===== src/rtl/life_matrix_scan.sv =====
// Key-matrix scanner for the life grid: drives rows one at a time, debounces each
// row across two frames and emits changed rows as (index, data) writes.
module life_matrix_scan #(
  parameter int X      = 8,
  parameter int Y      = 8,
  parameter int LOG2X  = 3,
  parameter int LOG2Y  = 3,
  parameter int SETTLE = 4
) (
  input  logic             clk,
  input  logic             reset,
  output logic [X-1:0]     row,
  input  logic [Y-1:0]     col,
  output logic             out_valid,
  input  logic             out_ready,
  output logic [LOG2X-1:0] out_row,
  output logic [Y-1:0]     out_data,
  input  logic             dump,
  output logic             frame_done,
  output logic [1:0]       dbg_state
);

  if (SETTLE < 3 || SETTLE > 15 || LOG2X < 1 || LOG2Y < 1) begin : g_bad_params
    $error("life_matrix_scan: SETTLE must be 3..15 and index widths non-zero");
  end

  typedef enum logic [1:0] {
    ST_SETTLE = 2'd0,
    ST_SAMPLE = 2'd1,
    ST_EMIT   = 2'd2
  } state_t;

  // out_valid/out_ready: a write transfers on a rising edge where both are 1;
  // while out_valid is 1 and out_ready is 0, out_row and out_data hold unchanged.
  state_t                state_q, state_d;
  logic [3:0]            cnt_q, cnt_d;
  logic [LOG2X-1:0]      idx_q, idx_d, idx_nxt;
  logic [X-1:0][Y-1:0]   stable_q, stable_d;
  logic [X-1:0][Y-1:0]   prev_q, prev_d;
  logic [Y-1:0]          col_m_q, col_s_q;
  logic                  pend_q, pend_d;
  logic                  dumping_q, dumping_d;
  logic [X-1:0]          row_q, row_d;
  logic                  out_valid_q, out_valid_d;
  logic [LOG2X-1:0]      out_row_q, out_row_d;
  logic [Y-1:0]          out_data_q, out_data_d;
  logic                  frame_done_q, frame_done_d;
  logic                  advance, wrap, chg;

  always_comb begin
    state_d      = state_q;
    cnt_d        = cnt_q;
    idx_d        = idx_q;
    stable_d     = stable_q;
    prev_d       = prev_q;
    pend_d       = pend_q;
    dumping_d    = dumping_q;
    advance      = 1'b0;
    wrap         = (idx_q == LOG2X'(X - 1));
    idx_nxt      = wrap ? '0 : idx_q + LOG2X'(1);
    // A value counts only once it has read identically in two consecutive frames.
    chg          = (col_s_q == prev_q[idx_q]) && (col_s_q != stable_q[idx_q]);

    case (state_q)
      ST_SETTLE: begin
        if (cnt_q == 4'(SETTLE - 1)) begin
          state_d = ST_SAMPLE;
          cnt_d   = '0;
        end else begin
          cnt_d = cnt_q + 4'd1;
        end
      end
      ST_SAMPLE: begin
        prev_d[idx_q] = col_s_q;
        if (chg) stable_d[idx_q] = col_s_q;
        if (chg || dumping_q) state_d = ST_EMIT;
        else                  advance = 1'b1;
      end
      ST_EMIT: begin
        if (out_ready) advance = 1'b1;
      end
      default: state_d = ST_SETTLE;
    endcase

    if (advance) begin
      state_d = ST_SETTLE;
      cnt_d   = '0;
      idx_d   = idx_nxt;
    end

    // A dump request seen on the wrap itself is kept pending for the following frame.
    if (advance && wrap) begin
      dumping_d = pend_q;
      pend_d    = 1'b0;
    end
    if (dump) pend_d = 1'b1;

    row_d = '0;
    if (state_d != ST_EMIT) row_d[idx_d] = 1'b1;
    out_valid_d  = (state_d == ST_EMIT);
    out_row_d    = out_row_q;
    out_data_d   = out_data_q;
    if (state_q == ST_SAMPLE && state_d == ST_EMIT) begin
      out_row_d  = idx_q;
      out_data_d = stable_d[idx_q];
    end
    frame_done_d = advance && wrap;
  end

  always_ff @(posedge clk or negedge reset) begin
    if (!reset) begin
      state_q      <= ST_SETTLE;
      cnt_q        <= '0;
      idx_q        <= '0;
      stable_q     <= '0;
      prev_q       <= '0;
      col_m_q      <= '0;
      col_s_q      <= '0;
      pend_q       <= 1'b0;
      dumping_q    <= 1'b0;
      row_q        <= '0;
      out_valid_q  <= 1'b0;
      out_row_q    <= '0;
      out_data_q   <= '0;
      frame_done_q <= 1'b0;
    end else begin
      state_q      <= state_d;
      cnt_q        <= cnt_d;
      idx_q        <= idx_d;
      stable_q     <= stable_d;
      prev_q       <= prev_d;
      col_m_q      <= col;
      col_s_q      <= col_m_q;
      pend_q       <= pend_d;
      dumping_q    <= dumping_d;
      row_q        <= row_d;
      out_valid_q  <= out_valid_d;
      out_row_q    <= out_row_d;
      out_data_q   <= out_data_d;
      frame_done_q <= frame_done_d;
    end
  end

  assign row        = row_q;
  assign out_valid  = out_valid_q;
  assign out_row    = out_row_q;
  assign out_data   = out_data_q;
  assign frame_done = frame_done_q;
  assign dbg_state  = state_q;

endmodule


===== config.mk =====
export PLATFORM = sky130hd
export DESIGN_NAME = life_matrix_scan
export DESIGN_NICKNAME = d
export VERILOG_FILES = /design/src/rtl/life_matrix_scan.sv
export SDC_FILE = /design/constraint.sdc
export NUM_CORES = 1
export LEC_CHECK = 0
export ABC_AREA = 1
export ABC_CLOCK_PERIOD_IN_PS = 4150
export BUFFER_PORTS_ARGS = -buffer_cell sky130_fd_sc_hd__buf_2
export CORE_MARGIN = 2
export CORE_UTILIZATION = 30
export CTS_CLUSTER_DIAMETER = 200
export DETAILED_ROUTE_END_ITERATION = 8
export PLACE_DENSITY_LB_ADDON = 0.15
export RECOVER_POWER = 25
export SLEW_MARGIN = 20
export SYNTH_ARGS = -nofsm -noshare
export SYNTH_HDL_FRONTEND = slang
export SYNTH_SLANG_ARGS = --single-unit

===== constraint.sdc =====
create_clock -name clk -period 4.15 [get_ports clk]
set_input_delay 0.415 -clock clk [delete_from_list [all_inputs] [get_ports clk]]
set_output_delay 0.415 -clock clk [all_outputs]
set_load 0.05 [all_outputs]

**Word level (Yosys, flattened, before mapping)**

Index checks and enable logic that the tools add are counted.

- Add/subtract/negate cells: 2
- Multiply operators: 0
- Div/mod/pow operators: 0
- $lt $le $gt $ge: 4
- Equality and inequality tests: 8
- Shifts and indexed selects: 0
- Mux-type cells: 29
- Bitwise logic cells: 0
- Reduce and logical (&&, ||, !) cells: 9

Operator list:

| cell | count |
|---|---|
| 64-bit bitwise mux | 2 |
| 64-bit two-way mux | 2 |
| 8-bit binary-select mux with 3-bit select | 3 |
| 8-bit two-way mux | 5 |
| 8-bit demux with 3-bit select | 1 |
| 4-bit two-way mux | 3 |
| 8-bit == test | 1 |
| 3-bit by 4-bit less-than comparator with 1-bit output (second input constant) | 2 |
| 8-bit inequality test | 1 |
| 3-bit by 1-bit greater-or-equal comparator with 1-bit output (second input constant) | 2 |
| 2-bit two-way mux | 3 |
| 3-bit two-way mux | 2 |
| 2-bit case mux with 3 select lines | 1 |
| 1-bit logical AND | 5 |
| 1-bit two-way mux | 5 |
| 4-bit by 1-bit adder with 4-bit output (second input constant) | 1 |
| 2-bit == test (second input constant) | 2 |
| 4-bit by 2-bit == test with 1-bit output (second input constant) | 1 |
| 2-bit nonzero test | 2 |
| 3-bit by 1-bit adder with 3-bit output (second input constant) | 1 |
| 1-bit demux with 3-bit select | 1 |
| 3-bit == test (second input constant) | 1 |
| 2-bit by 1-bit == test with 1-bit output (second input constant) | 1 |
| 2-bit zero test | 1 |
| other kinds (3) | 3 |

- Flip-flop bits (word level): 176
- Bits in latches: 0
- RAM bits: 0
- Bits in read-only memories: 0
- Output and inout port bits: 23
- Memories kept: 0

**Longest topological paths before layout**

- Word-level depth: 13
- Gate-level depth with buffers: 23

**Least setup slack after synthesis**

Ideal clock, no wire load.

- Path kind: register -> register
- Start: reg idx_q[2]
- End: reg out_data_q[0], in the netlist out_data[0]
- Library setup time: 0.118 ns
- Arrival: 2.445 ns
- Data required time: 4.032 ns
- Setup slack: 1.587 ns
- Cell stages (with the launch flop): 20
- Buffers on the path: 3
- Clock period less this slack: 2.563 ns
- Path through: dfrtp_1 buf_2 inv_1 buf_1 nand2_1 nand3_1 nand2_1 nor2_1 nand2_1 nor2_4 nand2_2 nand3_1 nand2_1 nand2_4 nand3_2 nor2_4 nand2_1 buf_2 nand2_1 nand2_1

- Cells in the longest elaborated chain, start to end: 10

RTL lines:

| element | RTL line | source |
|---|---|---|
| start, declared | 37 | `logic [LOG2X-1:0] idx_q, idx_d, idx_nxt;` |
| start signal, assigned | 129 | `idx_q <= idx_d;` |
| 8-bit binary-select mux with 3-bit select | 62 | `chg = (col_s_q == prev_q[idx_q]) && (col_s_q != stable_q[idx_q]);` |
| 8-bit two-way mux (not written as such) | 62 |  |
| 8-bit == test / 8-bit inequality test (equally long branches) | 62 |  |
| 1-bit logical AND (*) | 62 |  |
| 1-bit logical OR (*) | 76 | `if (chg \|\| dumping_q) state_d = ST_EMIT;` |
| 2-bit two-way mux / 1-bit two-way mux (equally long branches) | 76 |  |
| 2-bit case mux with 3 select lines / 1-bit case mux with 2 select lines (equally long branches) | 64 | `case (state_q)` |
| 2-bit two-way mux (*) | 85 | `if (advance) begin` |
| 2-bit == test (*) | n/a |  |
| net out_valid_d | 44 | `logic out_valid_q, out_valid_d;` |
| 1-bit logical AND (*) | 103 | `if (state_q == ST_SAMPLE && state_d == ST_EMIT) begin` |
| end signal, assigned | 139 | `out_data_q <= out_data_d;` |
| end, declared | 46 | `logic [Y-1:0] out_data_q, out_data_d;` |

Mark *: on every way through the listed nets, which the timed path passes. The rest lies on a longest branch. The select of a mux whose other input is x is not followed.
A chain may end at the register's enable or synchronous reset.

**Worst setup path in the final report**

- Start: reg idx_q[0]
- End: reg out_data_q[5], in the netlist out_data[5]

The elaborated chain is that of the path after synthesis.

==> parameters.txt <==
Parameter                              Value

Worst setup path
  Classification of the worst setup path    reg2reg
  Worst reg-to-reg path cell count    19
  RR Endpoint    out_data[5]
  Crit-path cells    inv_2, buf_4, nand2_1, nand3_1, nand2_1, nor2_1, xor2_1, nand2_1, nor2_1, nand2_1, nand2_2, nand3_1, nand2_1, nand2_4, nand3_2, nor2_4, nand2_1, nand2_1, nand2_1
  Peak fanout along the critical path    26
  Slowest cell on the critical path    sky130_fd_sc_hd__dfrtp_2
  Kind of start point of the critical path    register
  Slowest Stage Delay on Critical Path    0.44 ns
  Minimum setup slack among reg-to-reg paths    0.58 ns
  Kind of end point of the critical path    register
  Critical path arrival    3.92 ns
  R2R Path Start    idx_q[0]
  Top cell by count, worst path    sky130_fd_sc_hd__nand2_1
  CP Data Required Time    4.49 ns

Die
  Floorplan die height    177.7 microns
  Total I/O pin count    35
  Die W    177.7 microns
  Initial core utilization    0.3047
  DIE AREA    0.03159 sq mm
  Standard-cell rows    63
  Area of the core    0.02972 sq mm

STA
  Hold Worst Slack    0.06067 ns
  Share of the clock period used by the worst path after layout    0.8614
  Setup violators final    0
  Count of pins over their slew limit    117
  Maximum frequency from static timing analysis    279.7 MHz
  Setup TNS    0 ns
  Hold Violations, Final    0
  Slew at the pin closest to its max-slew limit    3.022 ns
  Clock period minus worst slack    3.575 ns
  Unrepaired setup endpoints after global routing    no
  Final Skew    0.01465 ns
  Relative max-transition margin    -1.014

Run status
  Run status    complete, but fails checks
  Violated checks    capacitance limit, slew limit

Routing
  Routed wire length    29.08 mm
  1st-pass router iterations    6
  Count of unresolved DRC violations after routing    0
  Wire length per cell after detailed routing    17.01 microns
  Via count    8037
  Post-DRT Antenna Nets    0
  Iteration-0 DRC Markers    664
  Drt via density    4.700

Synthesis
  Post-synthesis net count    1267
  Syn avg cell area    7.257 sq um
  Library cell occupying the most area in the post-synthesis netlist    sky130_fd_sc_hd__dfrtp_1
  Post-synthesis cell area    0.009056 sq mm
  Number of distinct library cell variants in the gate-level netlist after synthesis    31
  Synth top area cells    sky130_fd_sc_hd__dfrtp_1 (49%), sky130_fd_sc_hd__nand2_1 (25%), sky130_fd_sc_hd__nand3_1 (5.3%)
  Warnings, synthesis    0
  Synthesized netlist cell count    1248
  Seq cells post-synth    176
  Share of Yosys cell area claimed by the top area cell type    0.4863
  Portion of the post-synthesis area used by sequential elements    0.4863

Layout
  Share of cells above drive strength 1    0.09470
  Most common cell after layout, fill and taps aside    sky130_fd_sc_hd__nand2_1
  Nets    1326
  Leading cell types in the layout, fill and taps excluded    sky130_fd_sc_hd__nand2_1 (594), sky130_fd_sc_hd__dfrtp_1 (175), sky130_fd_sc_hd__nand3_1 (95), sky130_fd_sc_hd__inv_1 (95), sky130_fd_sc_hd__o21ai_0 (74)
  Number of diodes added for antenna fixing    0
  Relative area change from synthesis to final layout    15.75%
  Fillers    3200

Clock network
  Reg clk slew, reported paths    0.08 ns
  Clock Path Buffers    2
  TritonCTS Sinks    176
  Clock tree from TritonCTS    built
  Post-CTS setup repair buffer count    0
  TritonCTS buffer count    17
  Resize count post-CTS    0
  Maximum level of the CTS H-tree    4
  Clock root buffer master    sky130_fd_sc_hd__clkbuf_16
  Cts-stage hold buffer count    0
  Worst skew pair latency    0.45 ns

GRT
  Antenna violations before repair    0
  Remaining global-route overflow    0
  First-pass GRT wire length    45.65 mm
  Maximum number of pins on one net before global-route repair    117
  All-layer global routing usage    0.1938
  Via count of the first global-routing pass    7656

Worst hold path
  Worst hold stages    1
  Sink of the worst hold path    col_m_q[3]
  Critical hold path startpoint    col[3]
  Worst min-delay path class    in2reg

Pwr
  Pleak    5.718 nW
  Worst ir drop on vdd    0.3092 mV
  Power per cell area    571.2 mW/mm^2

Flow run
  MaxCap Viol Count    1

Place
  Routability cong.    0.8651
  Post-detailed-placement half-perimeter wirelength    20.20 mm
  Buffers added on ports    34
-- routing by layer --
metal / wire length, microns / GRT usage / vias up
li1: - / - / 4003
met1: 14500 / 0.2931 / 3800
met2: 12480 / 0.2842 / 208
met3: 1496 / 0.02228 / 26
met4: 606 / 0.06592 / 0
met5: 0 / 0 / -
-- power by group --
part           internal [mW]  switching, mW  total, mW
sequential              2.02          0.162       2.18
combinational          0.605           1.57       2.17
clock                  0.811          0.823       1.63
-- kinds of logic after synthesis --
family,count (synthesis),synth area share
compound gates,115,0.07184
xor+xnor,3,0.002902
fa+ha+maj,7,0.009671
buf+inv,146,0.06521
flops,176,0.4863
simple gates,801,0.3641
-- critical path: cells and delay by family (launching register included) --
family | cells | cell delay (ns)
XOR/XNOR | 1 | 0.08
buffers and inverters | 2 | 0.62
AND/OR/NAND/NOR | 16 | 2.30
flip-flops | 1 | 0.44
-- worst max path at each step --
stage                  end  startpoint  cells past startpoint  slack, ns
2_1_floorplan  out_data[0]    idx_q[2]                     19       1.59
3_3_place_gp   out_data[7]    idx_q[0]                     22       0.60
3_5_place_dp   out_data[7]    idx_q[0]                     18       0.57
4_1_cts        out_data[7]    idx_q[0]                     18       0.55
5_1_grt        out_data[5]    idx_q[0]                     23       0.18
6_report       out_data[5]    idx_q[0]                     19       0.58
-- synthesized netlist by cell type --
cell	n
sky130_fd_sc_hd__nand2_1	594
sky130_fd_sc_hd__dfrtp_1	176
sky130_fd_sc_hd__inv_1	95
sky130_fd_sc_hd__nand3_1	95
sky130_fd_sc_hd__o21ai_0	74
sky130_fd_sc_hd__nor2_1	56
sky130_fd_sc_hd__and2_1	40
sky130_fd_sc_hd__o21a_1	24
sky130_fd_sc_hd__clkbuf_1	19
sky130_fd_sc_hd__buf_2	16
sky130_fd_sc_hd__nand3b_1	8
sky130_fd_sc_hd__ha_1	7
sky130_fd_sc_hd__o21ai_1	7
sky130_fd_sc_hd__buf_4	6
sky130_fd_sc_hd__clkinv_1	5
sky130_fd_sc_hd__a21oi_1	3
sky130_fd_sc_hd__buf_1	3
sky130_fd_sc_hd__xor2_1	3
sky130_fd_sc_hd__a211oi_1	2
sky130_fd_sc_hd__inv_2	2
sky130_fd_sc_hd__nor2_4	2
sky130_fd_sc_hd__o211ai_1	2
sky130_fd_sc_hd__a31oi_1	1
sky130_fd_sc_hd__nand2_2	1
sky130_fd_sc_hd__nand2_4	1
sky130_fd_sc_hd__nand3_2	1
sky130_fd_sc_hd__nand4_1	1
sky130_fd_sc_hd__nor3_1	1
sky130_fd_sc_hd__nor3_2	1
sky130_fd_sc_hd__o21bai_1	1
sky130_fd_sc_hd__o22ai_1	1
-- state kept, by name (all words and copies together), names as in the netlist --
register,cells
prev_q,64
stable_q,64
col_m_q,8
col_s_q,8
out_data,8
row,8
cnt_q,4
idx_q,3
out_row,3
dbg_state,2
dumping_q,1
frame_done,1
out_valid,1
pend_q,1
-- final cells by class --
type                    count  area, sq um  area share
well taps                 390        488.0     0.04655
flip-flops and latches    176         4405      0.4203
repair buffers             84        558.0     0.05323
clock buffers              17        425.4     0.04058
clock inverters            15        161.4     0.01540
multi-input cells         926         4061      0.3874
inverters                 102        382.9     0.03652
-- stage by stage --
| step | util | instance area, sq um | power (mW) | setup WS [ns] | cells |
|---|---|---|---|---|---|
| finish | 0.3527 | 10480 | 5.988 | 0.5750 | 1710 |
| CTS | 0.3530 | 10490 | 6.056 | 0.5514 | 1710 |
| floorplan | - | 9056 | 3.691 | 1.587 | 1248 |
| global placement | 0.3333 | 9905 | 4.391 | 0.5971 | 1678 |
| global route | 0.3527 | 10480 | 6.416 | 0.1753 | 1710 |
| detailed placement | 0.3333 | 9905 | 4.405 | 0.5687 | 1678 |
Power figures use the tool's default switching activity.
